`src/rtl/lora_gps_frame_ctrl_pkg.sv`:
```
// Shared definitions for the GPS-to-LoRa frame controller: FSM encoding and NMEA framing bytes.
package lora_gps_frame_ctrl_pkg;

  typedef enum logic [2:0] {
    ST_HUNT  = 3'd0,
    ST_CAPT  = 3'd1,
    ST_FETCH = 3'd2,
    ST_LOAD  = 3'd3,
    ST_SEND  = 3'd4
  } state_e;

  localparam logic [7:0] NMEA_SOF      = 8'h24;
  localparam logic [7:0] NMEA_EOF      = 8'h0A;
  localparam int         FRAME_MAX_DEF = 40;

endpackage

```
`src/rtl/lora_gps_frame_ctrl.sv`:
```
// Captures one NMEA sentence from the GPS UART into the shared frame RAM, then streams it
// to the LoRa transmitter; capture and transmit never overlap.
//
//   state | meaning
//   HUNT  | waiting for '$', nothing stored
//   CAPT  | writing sentence bytes until LF, '$' restarts, overflow aborts
//   FETCH | present rd_ptr to RAM port B
//   LOAD  | latch RAM data into tx_data, raise tx_valid
//   SEND  | hold byte until the transmitter accepts it
module lora_gps_frame_ctrl
  import lora_gps_frame_ctrl_pkg::*;
#(
  parameter int ADDR_WIDTH = 6,
  parameter int DATA_WIDTH = 8,
  parameter int FRAME_MAX  = FRAME_MAX_DEF
) (
  input  logic                  clk_i,
  input  logic                  rst_i,
  input  logic                  rx_valid_i,
  input  logic [DATA_WIDTH-1:0] rx_data_i,
  output logic                  ram_we_o,
  output logic [ADDR_WIDTH-1:0] ram_addr_a_o,
  output logic [DATA_WIDTH-1:0] ram_din_a_o,
  output logic [ADDR_WIDTH-1:0] ram_addr_b_o,
  input  logic [DATA_WIDTH-1:0] ram_dout_b_i,
  output logic                  tx_valid_o,
  output logic [DATA_WIDTH-1:0] tx_data_o,
  input  logic                  tx_ready_i,
  output logic [ADDR_WIDTH:0]   frame_len_o,
  output logic                  busy_o,
  output logic                  done_pulse_o,
  output logic                  ovf_pulse_o,
  output logic                  drop_pulse_o
);

  // wr_ptr is one bit wider than the address so it can sit at FRAME_MAX == 2**ADDR_WIDTH
  localparam logic [ADDR_WIDTH:0] FMAX = (ADDR_WIDTH+1)'(FRAME_MAX);

  state_e                  state_q;
  logic [ADDR_WIDTH:0]     wr_ptr_q;
  logic [ADDR_WIDTH-1:0]   rd_ptr_q;
  logic [ADDR_WIDTH:0]     frame_len_q;
  logic                    tx_valid_q;
  logic [DATA_WIDTH-1:0]   tx_data_q;
  logic                    done_q, ovf_q, drop_q;
  logic                    is_sof, is_eof;

  assign is_sof = (rx_data_i == DATA_WIDTH'(NMEA_SOF));
  assign is_eof = (rx_data_i == DATA_WIDTH'(NMEA_EOF));
  assign busy_o = (state_q == ST_FETCH) || (state_q == ST_LOAD) || (state_q == ST_SEND);

  always_comb begin
    ram_we_o     = 1'b0;
    ram_addr_a_o = '0;
    if (state_q == ST_HUNT) begin
      ram_we_o = rx_valid_i && is_sof;
    end else if (state_q == ST_CAPT) begin
      ram_we_o = rx_valid_i && (is_sof || (wr_ptr_q != FMAX));
      if (!is_sof) ram_addr_a_o = wr_ptr_q[ADDR_WIDTH-1:0];
    end
  end

  assign ram_din_a_o  = rx_data_i;
  assign ram_addr_b_o = rd_ptr_q;

  always_ff @(posedge clk_i) begin
    if (rst_i) begin
      state_q     <= ST_HUNT;
      wr_ptr_q    <= '0;
      rd_ptr_q    <= '0;
      frame_len_q <= '0;
      tx_valid_q  <= 1'b0;
      tx_data_q   <= '0;
      done_q      <= 1'b0;
      ovf_q       <= 1'b0;
      drop_q      <= 1'b0;
    end else begin
      done_q <= 1'b0;
      ovf_q  <= 1'b0;
      drop_q <= rx_valid_i && busy_o;
      case (state_q)
        ST_HUNT: begin
          if (rx_valid_i && is_sof) begin
            wr_ptr_q <= (ADDR_WIDTH+1)'(1);
            state_q  <= ST_CAPT;
          end
        end
        ST_CAPT: begin
          if (rx_valid_i) begin
            if (is_sof) begin
              wr_ptr_q <= (ADDR_WIDTH+1)'(1);
            end else if (wr_ptr_q == FMAX) begin
              ovf_q    <= 1'b1;
              wr_ptr_q <= '0;
              state_q  <= ST_HUNT;
            end else begin
              wr_ptr_q <= wr_ptr_q + 1'b1;
              if (is_eof) begin
                frame_len_q <= wr_ptr_q + 1'b1;
                rd_ptr_q    <= '0;
                state_q     <= ST_FETCH;
              end
            end
          end
        end
        ST_FETCH: state_q <= ST_LOAD;
        ST_LOAD: begin
          tx_data_q  <= ram_dout_b_i;
          tx_valid_q <= 1'b1;
          state_q    <= ST_SEND;
        end
        ST_SEND: begin
          if (tx_valid_q && tx_ready_i) begin
            tx_valid_q <= 1'b0;
            if ({1'b0, rd_ptr_q} == frame_len_q - 1'b1) begin
              done_q   <= 1'b1;
              wr_ptr_q <= '0;
              state_q  <= ST_HUNT;
            end else begin
              rd_ptr_q <= rd_ptr_q + 1'b1;
              state_q  <= ST_FETCH;
            end
          end
        end
        default: state_q <= ST_HUNT;
      endcase
    end
  end

  assign tx_valid_o   = tx_valid_q;
  assign tx_data_o    = tx_data_q;
  assign frame_len_o  = frame_len_q;
  assign done_pulse_o = done_q;
  assign ovf_pulse_o  = ovf_q;
  assign drop_pulse_o = drop_q;

endmodule

```
`config.mk`:
```
export PLATFORM = sky130hd
export DESIGN_NAME = lora_gps_frame_ctrl
export DESIGN_NICKNAME = d
export VERILOG_FILES = /design/src/rtl/lora_gps_frame_ctrl_pkg.sv /design/src/rtl/lora_gps_frame_ctrl.sv
export SDC_FILE = /design/constraint.sdc
export NUM_CORES = 1
export LEC_CHECK = 0
export CAP_MARGIN = 20
export CORE_ASPECT_RATIO = 0.8
export CORE_UTILIZATION = 30
export CTS_BUF_LIST = sky130_fd_sc_hd__clkbuf_4 sky130_fd_sc_hd__clkbuf_8
export DETAILED_ROUTE_END_ITERATION = 7
export GPL_TIMING_DRIVEN = 0
export MAX_ROUTING_LAYER = met4
export PLACE_DENSITY = 0.61
export REMOVE_ABC_BUFFERS = 1
export SKIP_LAST_GASP = 1
export SLEW_MARGIN = 20
export SYNTH_ARGS = -nofsm -noshare
export SYNTH_HDL_FRONTEND = slang
export SYNTH_SLANG_ARGS = --single-unit
```
`constraint.sdc`:
```
create_clock -name clk_i -period 2 [get_ports clk_i]
set_input_delay 0.6 -clock clk_i [delete_from_list [all_inputs] [get_ports clk_i]]
set_output_delay 0.6 -clock clk_i [all_outputs]
set_load 0.01 [all_outputs]
```
* After elaboration in Yosys (flattened, before gate mapping) *
Index checks and enable logic that the tools add are counted.
Widths: inputs -> output; s select.

operators by class
  multipliers = 0
  shifts and indexed selects = 0
  order comparisons = 0
  add/sub/neg operators = 3
  equal/unequal tests = 18
  reductions and logical operators = 18
  bitwise gates (word level) = 6
  div/mod/pow operators = 0
  mux-type cells = 31

operators by type and width
  kind                 number
  $mux 6               9
  $mux 7               6
  $pmux 7 s3           1
  $mux 3               6
  $pmux 3 s5           1
  $reduce_and 5->1     3
  $pmux 6 s2           1
  $ne 2x2->1 const B   5
  $eq 8x4->1 const B   1
  $eq 8x6->1 const B   1
  $add 7x1->7 const B  1
  $eq 6x7->1           1
  $eq 7x6->1 const B   1
  $ne 7x6->1 const B   1
  $reduce_and 7->1     1
  $sub 7x1->7 const B  1
  $add 6x1->6 const B  1
  $eq 3x2->1 const B   2
  $ne 2x1->1 const B   3
  $not 1->1            6
  $mux 1               5
  $logic_and 1x1->1    4
  $reduce_bool 2->1    2
  $reduce_or 4->1      1
  10 further kinds     12

word-level totals
  memories = 0
  bits in latches = 0
  memory bits (writable) = 0
  input port bits = 20
  flip-flop bits (word level) = 35
  output and inout port bits = 41
  logic and storage cells = 85
  memory bits (read-only) = 0

* Longest topological paths before layout *
Gate-level depths: netlist (run 1).

  word-level depth = 6
  depth in mapped cells = 9
  mapped depth without buffers = 8

* Least setup slack after synthesis (run 1) *
OpenSTA, ideal clock, no wires.

  path type = register -> register
  start point = register frame_len_q[0], in the netlist frame_len_o[0]
  end point = register wr_ptr_q[5]
  library setup time = 0.116 ns
  buffers on the path = 0
  cell stages (with the launch flop) = 9
  clock period less this slack = 2.154 ns
  setup slack = -0.154 ns
  required time = 1.884 ns
  arrival time = 2.038 ns
  path through = dfxtp_1 -> inv_1 -> ha_1 -> o21ba_1 -> a221oi_1 -> a41oi_1 -> o31ai_1 -> nand2_1 -> a31o_2

between the ends
  word-level cells in the longest chain between the ends = 4

RTL lines
  what                               RTL line                    text
  start, declared                    lora_gps_frame_ctrl.sv:42   logic [ADDR_WIDTH:0] frame_len_q;
  start signal, assigned             lora_gps_frame_ctrl.sv:99   frame_len_q <= wr_ptr_q + 1'b1;
  $sub 7x1->7                        lora_gps_frame_ctrl.sv:115  if ({1'b0, rd_ptr_q} == frame_len_q - 1'b1) begin
  $eq 6x7->1                         lora_gps_frame_ctrl.sv:115
  $ne 2x1->1 (no source line)        n/a
  $reduce_and 5->1 (no source line)  n/a
  end signal, assigned               lora_gps_frame_ctrl.sv:84   wr_ptr_q <= (ADDR_WIDTH+1)'(1);
  end signal, assigned               lora_gps_frame_ctrl.sv:91   wr_ptr_q <= (ADDR_WIDTH+1)'(1);
  end signal, assigned               lora_gps_frame_ctrl.sv:97   wr_ptr_q <= wr_ptr_q + 1'b1;
  end, declared                      lora_gps_frame_ctrl.sv:40   logic [ADDR_WIDTH:0] wr_ptr_q;

No other way between the ends.
A chain may end at the register's enable or synchronous reset.

* Worst setup path after layout (run 1) *
  start point = register state_q[1]
  end point = output ram_addr_a_o[0]

between the ends
  word-level cells in the longest chain between the ends = 3
  elaborated cells on any way between the ends = 4
  those cells by class = eq/ne (1); mux (2); reduce/logical (1)

RTL lines
  what                    RTL line                   text
  start, declared         lora_gps_frame_ctrl.sv:39  state_e state_q;
  start signal, assigned  lora_gps_frame_ctrl.sv:68  state_q <= ST_HUNT;
  start signal, assigned  lora_gps_frame_ctrl.sv:85  state_q <= ST_CAPT;
  start signal, assigned  lora_gps_frame_ctrl.sv:95  state_q <= ST_HUNT;
  $eq 3x1->1              lora_gps_frame_ctrl.sv:57  end else if (state_q == ST_CAPT) begin
  $mux 6                  lora_gps_frame_ctrl.sv:57
  $mux 6 (*)              lora_gps_frame_ctrl.sv:55  if (state_q == ST_HUNT) begin
  end, declared           lora_gps_frame_ctrl.sv:22  output logic [ADDR_WIDTH-1:0] ram_addr_a_o,

Every way passes the cells marked *; elsewhere a longest branch is shown, timed or not.

==> flow_summary.json, run 1 <==
{
  "status": "complete, but fails checks",
  "violations": "negative setup slack",
  "grt_max_degree": 27,
  "met1_length_um": 2910,
  "drv_cap": 0,
  "pin_count": 61,
  "viasPerCell": 5.24,
  "htree_levels": 2,
  "grt_pass1_vias": 1851,
  "rows": 26,
  "synth_simple_gate_area_share_pct": 28.5,
  "cts_root_buf": "clkbuf_8",
  "clk_pin_slew_ns": 0.08,
  "cp_max_fo": 6,
  "drive_above_1_share_pct": 42.0,
  "synth_compound_gate_area_share_pct": 20.2,
  "routedWlPerCell_um": 15.7,
  "gp_congestion": 0.841,
  "n_antenna_cell": 0,
  "avgSynthCellArea_um2": 8.26,
  "grt_antenna_before_repair": 0,
  "path_class": "reg2out",
  "cp.required_ns": 1.40,
  "first_pass_iters": 4,
  "clockBufferDepth": 2,
  "start_util_pct": 31.1,
  "finalCriticalPeriod_ns": 2.21,
  "setup_viol": 16,
  "io_buffers": 60,
  "worstSkewPairLatency_ns": 0.30,
  "core-area_um2": 6410,
  "routed-via-count": 2138,
  "hold_path_class": "reg2reg",
  "ir_worst_vdd_v": 0.000267,
  "synthMuxAreaShare_pct": 1.07,
  "timing_worst_slew_pin_value_ns": 0.590,
  "dieHeight_um": 74.9,
  "drc": 0,
  "synth_cells": 241,
  "fmax_mhz": 453,
  "ys_warn_count": 0,
  "p_leak_nw": 1.17,
  "route.met2.wl_um": 3090,
  "area_growth_pct": 69.7,
  "maxSlewHeadroom_pct": 60.5,
  "synth-xor-area-share_pct": 6.16,
  "die_area_um2": 6970,
  "synth_edf_count": 0,
  "synth_area_um2": 1990,
  "grt_pass1_wl_um": 9310,
  "grt_usage_pct": 17.6,
  "synth_flop_cell": "dfxtp_1",
  "start_kind": "flop",
  "async_reset_ff_share_pct": 0,
  "multi_input_area_um2": 1590,
  "ctsHoldBuffers": 0,
  "rsz0062_at_grt": "yes",
  "ys_seq_area_share_pct": 35.2,
  "die_w_um": 93.1,
  "fin_crit_sh_pct": 110,
  "post-dp-hpwl_um": 3690,
  "drt_iter0_markers": 126,
  "power.density_nw_per_um2": 440,
  "grt_overflow_total": 0,
  "postRouteWirelength_um": 6400,
  "ant_nets": 0,
  "dpl.cell_count": 370,
  "cts_tree": "done",
  "synth_top_family_by_area": "simple AND/OR/NAND/NOR gates",
  "setup.worst_path.end_class": "primary output",
  "ys_ff_latch": 35,
  "skew_ns": 0.0138,
  "finish.utilization_pct": 52.7,
  "numCtsBuffers": 5,
  "finalMaxSlewViolations": 0,
  "fin_ws_ns": -0.209,
  "cp_data_arrival_time_ns": 1.61,
  "top_layer": "met4",
  "clock_sinks": 35,
  "hold_viol": 0,
  "synth_cell_types": 53,
  "regArea_um2": 724,
  "wl_met3_um": 287,
  "nets": 347,
  "nFillCells": 557,
  "synth_adder_area_share_pct": 2.51,
  "instances_no_fill": 408
}
per-stage QoR:
stage / setup TNS, ns / total power [mW] / hold WS [ns] / worst slack, ns / cell area, um2
after detailed placement: -23.90 / 0.819 / 0.450 / -1.04 / 2610
after global placement: -24.33 / 0.820 / 0.442 / -1.04 / 2610
final: -1.57 / 1.49 / 0.455 / -0.209 / 3380
after floorplan: -0.778 / 0.738 / 0.474 / -0.159 / 1900
after CTS: -1.43 / 1.49 / 0.460 / -0.187 / 3060
after global routing: -2.94 / 1.53 / 0.479 / -0.290 / 3380
cell usage after synthesis (2+ instances only):
cell / count / area (um2)
dfxtp_1: 35 / 701
nand2_1: 22 / 82.6
a21oi_1: 19 / 95.1
nand3_1: 19 / 95.1
nor2_1: 16 / 60.1
o21ai_0: 11 / 55.1
buf_4: 9 / 67.6
inv_1: 9 / 33.8
and2_1: 8 / 50.1
xor2_1: 8 / 70.1
nor3_1: 7 / 35.0
a211oi_1: 6 / 45.0
and3_1: 6 / 37.5
xnor2_1: 6 / 52.6
clkbuf_1: 5 / 18.8
a31o_2: 4 / 35.0
ha_1: 4 / 50.1
nand3b_1: 4 / 30.0
or3_1: 4 / 25.0
o22ai_1: 3 / 18.8
nand4_1: 2 / 12.5
nor4_1: 2 / 12.5
o31ai_1: 2 / 15.0
final timing paths:
kind                      from               to  slack, ns  cells past startpoint
hold / removal    tx_data_o[4]     tx_data_o[4]       0.46                      2
hold reg to reg   tx_data_o[4]     tx_data_o[4]       0.46                      2
setup / recovery    state_q[1]  ram_addr_a_o[0]      -0.21                      4
setup reg to reg    state_q[1]  ram_addr_b_o[5]      -0.12                      5
worst max-delay path, cell delays in order, from the launching register on:
cell and delay (ns):
dfxtp_2 0.39, or3b_4 0.46, a21oi_4 0.19, and2_4 0.16, buf_2 0.12
registers in the layout (all words and copies together), names as in the netlist:
name and cells:
done_pulse_o 1, ram_addr_b_o 6, state_q 3, wr_ptr_q 7
drop_pulse_o 1, tx_valid_o 1, ovf_pulse_o 1, tx_data_o 8
frame_len_o 7
cell type report:
class	count	area share, %
inverters	9	1.00
repair buffers	89	24.1
multi-input cells	183	46.9
clock inverters	3	1.41
clock buffers	5	2.04
well taps	84	3.11
flip-flops and latches	35	21.4
placed cells by master, fill, tap and decap left out, types with 6 or more instances in the layout:
cell type	n
a211oi_1	6
a21oi_1	15
and3_1	6
buf_2	8
buf_4	22
buf_6	13
clkdlybuf4s50_1	41
dfxtp_1	24
dfxtp_2	7
nand2_1	15
nand3_1	18
nor2_1	12
xor2_1	7
kinds of logic (layout without fill, tap and decap cells):
logic type,after synthesis,in the layout
simple gates,102,102
flops,35,35
buf+inv,24,106
compound gates,60,61
mux,2,2
fa+ha+maj,4,4
xor+xnor,14,14
report_power, final:
| group | total, mW | switching, mW | internal [mW] |
|---|---|---|---|
| Clock | 0.672 | 0.294 | 0.378 |
| Sequential | 0.696 | 0.00352 | 0.693 |
| Combinational | 0.118 | 0.0550 | 0.0635 |
| Total | 1.49 | 0.352 | 1.13 |
what timing repair did:
item                                    in CTS  in global routing
endpoints found under the hold margin        0                  0
pin swaps                                   25                 27
gates resized for setup                    123                 58
endpoints found under the setup margin      40                 29
buffers inserted                            24                  6
gates cloned                                 1                  0
metal layers:
| metal | GRT usage (%) | vias to the layer above |
|---|---|---|
| met2 | 26.2 | 65 |
| li1 | - | 1038 |
| met4 | 4.62 | 0 |
| met1 | 24.2 | 1024 |
| met3 | 3.84 | 11 |
| met5 | - | - |
Power figures use the tool's default switching activity.
==> inputs of run 2 (changes only) <==
CELL_PAD_IN_SITES_DETAIL_PLACEMENT = 1   (was default)
CELL_PAD_IN_SITES_GLOBAL_PLACEMENT = 2   (was default)
CORE_UTILIZATION = 25   (was 30)
PLACE_DENSITY = 0.83   (was 0.61)
SETUP_SLACK_MARGIN = 0.2   (was default)
==> flow_summary.json, run 2 (synthesis gave the netlist of run 1 again) <==
{
  "violations": "negative setup slack",
  "routedWlPerCell_um": 19.6,
  "core-area_um2": 7570,
  "grt_overflow_total": 0,
  "dpl.cell_count": 391,
  "rr_worst_depth": 5,
  "layout_commonest_cell": "buf_4",
  "nFillCells": 859,
  "grt_usage_pct": 19.5,
  "drive_above_1_share_pct": 54.0,
  "post-dp-hpwl_um": 4430,
  "ctsHoldBuffers": 0,
  "path_class": "reg2out",
  "nets": 369,
  "multi_input_area_um2": 1750,
  "viasPerCell": 5.24,
  "io_buffers": 60,
  "ant_nets": 0,
  "instances_no_fill": 451,
  "maxSlewHeadroom_pct": 52.8,
  "htree_levels": 2,
  "tns_ns": -3.42,
  "stdcell_area_um2": 3770,
  "n_antenna_cell": 0,
  "postPlaceCellArea_um2": 2630,
  "hold_path_class": "reg2reg",
  "cts_tree": "done",
  "grt_pass1_wl_um": 11800,
  "rsz0062_at_grt": "yes",
  "die_area_um2": 8330,
  "numCtsBuffers": 5,
  "clockBufferDepth": 2,
  "drc": 0,
  "hold_viol": 0,
  "ir_worst_vdd_v": 0.000246,
  "start_util_pct": 26.3,
  "cp.required_ns": 1.40,
  "dieHeight_um": 81.8,
  "worstSkewPairLatency_ns": 0.31,
  "clk_pin_slew_ns": 0.08,
  "first_pass_iters": 4,
  "clock_sinks": 35,
  "pin_count": 61,
  "start_kind": "flop",
  "cp_data_arrival_time_ns": 1.69,
  "drt_iter0_markers": 66,
  "area_growth_pct": 89.4,
  "postRouteWirelength_um": 8850,
  "routed-via-count": 2362,
  "timing_worst_slew_pin_value_ns": 0.708,
  "layout_common_cells": "buf_4, buf_6, dlygate4sd2_1",
  "hold_depth": 2,
  "finalCriticalPeriod_ns": 2.29,
  "setup_viol": 24,
  "cp_max_fo": 4,
  "p_leak_nw": 1.53,
  "grt_pass1_vias": 2241,
  "rows": 28,
  "cts_root_buf": "clkbuf_8",
  "setup.worst_path.end_class": "primary output",
  "grt_antenna_before_repair": 0,
  "drv_cap": 0,
  "finalMaxSlewViolations": 0,
  "status": "complete, but fails checks",
  "fmax_mhz": 436,
  "power.density_nw_per_um2": 379,
  "largest_reg_flops": 8,
  "preCtsSetupSlack_ns": -1.07,
  "die_w_um": 102,
  "fin_ws_ns": -0.293,
  "skew_ns": 0.0138,
  "grt_max_degree": 27,
  "regArea_um2": 746,
  "gp_congestion": 0.804,
  "fin_crit_sh_pct": 115
}
run 2: cell types whose count changed in the layout (fill, tap and decap cells not counted), sizes merged, moves of 5 or more:
| cell | before | now |
|---|---|---|
| clkdlybuf4s50 | 41 | 12 |
| dlymetal6s2s | 0 | 7 |
| buf | 43 | 63 |
| dlygate4sd2 | 2 | 24 |
| clkbuf | 5 | 10 |
run 2: timing repair:
action | CTS | global route
gates resized for setup | 175 | 91
buffers inserted | 23 | 27
pin swaps | 35 | 34
gates cloned | 2 | 0
endpoints found under the setup margin | 60 | 48
run 2: report_power, final:
group / switching [mW] / leakage (nW) / internal [mW]
clock: 0.285 / 0.0549 / 0.328
combinational: 0.0632 / 1.19 / 0.0589
sequential: 0.00454 / 0.294 / 0.688
total: 0.353 / 1.53 / 1.07
run 2: final timing paths:
| check | startpoint | endpoint | slack (ns) |
|---|---|---|---|
| max | wr_ptr_q[1] | ram_we_o | -0.29 |
| min | tx_data_o[6] | tx_data_o[6] | 0.46 |
| max reg2reg | state_q[0] | ram_addr_b_o[5] | -0.15 |
| min reg2reg | tx_data_o[6] | tx_data_o[6] | 0.46 |
run 2: cell type report:
cell class	instances	area share (%)
multi-input cells	184	46.4
inverters	9	0.896
repair buffers	110	26.7
flip-flops and latches	35	19.8
well taps	105	3.48
clock buffers	8	2.75
run 2: routing by layer:
| metal | up-vias | track usage (%) | wire length, um | share of wire [%] |
|---|---|---|---|---|
| li1 | 1083 | - | - | - |
| met1 | 1181 | 23.8 | 3740 | 42 |
| met2 | 77 | 32.0 | 4480 | 51 |
| met3 | 21 | 3.74 | 330 | 3.7 |
| met4 | 0 | 7.68 | 291 | 3.3 |
| met5 | - | - | 0 | 0 |
run 2: worst max-delay path, stage by stage (launching register included):
cell and delay (ns):
dfxtp_4 0.36, inv_1 0.07, ha_2 0.16, nor4bb_4 0.23, nand3b_1 0.18, nand2_1 0.16
a21oi_2 0.08, buf_2 0.15
run 2: per-stage QoR:
step	hold WS, ns	total power [mW]	util [%]
floorplan	0.474	0.738	-
global placement	0.444	0.822	34.8
detailed placement	0.450	0.824	34.8
CTS	0.462	1.41	41.8
global route	0.487	1.47	49.8
finish	0.461	1.43	49.8
==> inputs of run 3 (changes only) <==
CORE_ASPECT_RATIO = default   (was 0.8)
==> flow_summary.json, run 3 (synthesis gave the netlist of run 1 again) <==
{
  "hold_path_class": "reg2reg",
  "first_pass_iters": 6,
  "grt_antenna_before_repair": 0,
  "drv_cap": 0,
  "layout_common_cells": "buf_4, dlygate4sd2_1, nand3_1, buf_6, clkdlybuf4s50_1",
  "rsz0062_at_grt": "yes",
  "ir_worst_vdd_v": 0.000212,
  "core-area_um2": 7730,
  "grt_max_degree": 27,
  "grt_pass1_wl_um": 11500,
  "finalMaxSlewViolations": 0,
  "status": "complete, but fails checks",
  "cts_root_buf": "clkbuf_8",
  "clockBufferDepth": 2,
  "instances_no_fill": 452,
  "die_area_um2": 8320,
  "fin_crit_sh_pct": 113,
  "maxSlewHeadroom_pct": 54.5,
  "postRouteWirelength_um": 8100,
  "violations": "negative setup slack",
  "viasPerCell": 5.15,
  "worstSkewPairLatency_ns": 0.30,
  "start_kind": "flop",
  "numCtsBuffers": 5,
  "finalCriticalPeriod_ns": 2.26,
  "dpl.cell_count": 388,
  "layout_commonest_cell": "buf_4",
  "routedWlPerCell_um": 17.9,
  "pin_count": 61,
  "post-dp-hpwl_um": 4250,
  "start_util_pct": 25.8,
  "fmax_mhz": 442,
  "finish.utilization_pct": 47.9,
  "rows": 32,
  "n_antenna_cell": 0,
  "grt_overflow_total": 0,
  "nets": 373,
  "skew_ns": 0.0140,
  "clk_pin_slew_ns": 0.07,
  "largest_reg_flops": 8,
  "drc": 0,
  "cp.required_ns": 1.40,
  "dieHeight_um": 91.2,
  "setup.worst_path.end_class": "primary output",
  "setup_viol": 21,
  "cp_data_arrival_time_ns": 1.66,
  "ctsHoldBuffers": 0,
  "grt_pass1_vias": 2249,
  "routed-via-count": 2326,
  "die_w_um": 91.2,
  "clock_sinks": 35,
  "power.density_nw_per_um2": 382,
  "hold_viol": 0,
  "cp_max_fo": 2,
  "io_buffers": 60,
  "grt_usage_pct": 17.8,
  "area_growth_pct": 85.9,
  "p_leak_nw": 1.49,
  "gp_congestion": 0.825,
  "drive_above_1_share_pct": 52.6,
  "htree_levels": 2,
  "drt_iter0_markers": 75,
  "cts_tree": "done",
  "fin_ws_ns": -0.264,
  "path_class": "reg2out",
  "ant_nets": 0,
  "timing_worst_slew_pin_value_ns": 0.683
}
run 3: cell types whose count changed in the layout (fill, tap and decap cells not counted), sizes merged, moves of 2 or more:
cell,previous run,this run
clkdlybuf4s50,12,17
dlygate4sd2,24,22
dlymetal6s2s,7,4
buf,63,70
run 3: critical path: stages, from the launching register on:
cell      delay, ns
dfxtp_4        0.37
inv_1          0.05
ha_1           0.20
nor4bb_4       0.16
nand3b_1       0.15
nand2_1        0.12
a21oi_2        0.17
buf_2          0.15
run 3: what timing repair did:
action | 4_1_cts | 5_1_grt
setup buffers | 34 | 21
pin swaps | 29 | 26
gates cloned | 0 | 1
setup endpoints to repair | 63 | 37
gates resized for setup | 181 | 61
run 3: final cells by class:
cell class,count,area [um2]
clock buffers,8,104
fillers,869,4030
inverters,9,40.0
multi-input cells,182,1620
flip-flops and latches,35,747
well taps,102,128
repair buffers,116,1060
run 3: worst paths after layout:
check	start	depth (start not counted)	end	slack [ns]
max reg2reg	state_q[2]	8	ram_addr_b_o[0]	-0.20
min	tx_data_o[5]	2	tx_data_o[5]	0.46
min reg2reg	tx_data_o[5]	2	tx_data_o[5]	0.46
max	wr_ptr_q[0]	7	ram_we_o	-0.26
run 3: where the power goes:
group	internal [mW]	total [mW]	switching, mW
combinational	0.0607	0.119	0.0580
sequential	0.687	0.690	0.00390
clock	0.328	0.605	0.277
run 3: per-stage QoR:
step                setup TNS (ns)  area (um2)  power, mW  worst slack [ns]  hold slack, ns
CTS                          -1.98        3290       1.40            -0.232           0.457
finish                       -2.90        3700       1.41            -0.264           0.461
global route                 -5.07        3700       1.47            -0.319           0.474
floorplan                   -0.778        1900      0.738            -0.159           0.474
detailed placement          -26.08        2630      0.822             -1.06           0.447
global placement            -25.24        2630      0.821             -1.06           0.442
run 3: per-layer routing:
| metal | track usage, % | part of all wire [%] |
|---|---|---|
| met1 | 22.0 | 42 |
| met2 | 29.9 | 53 |
| met3 | 2.43 | 3.1 |
| met4 | 5.69 | 1.5 |
| met5 | - | 0 |
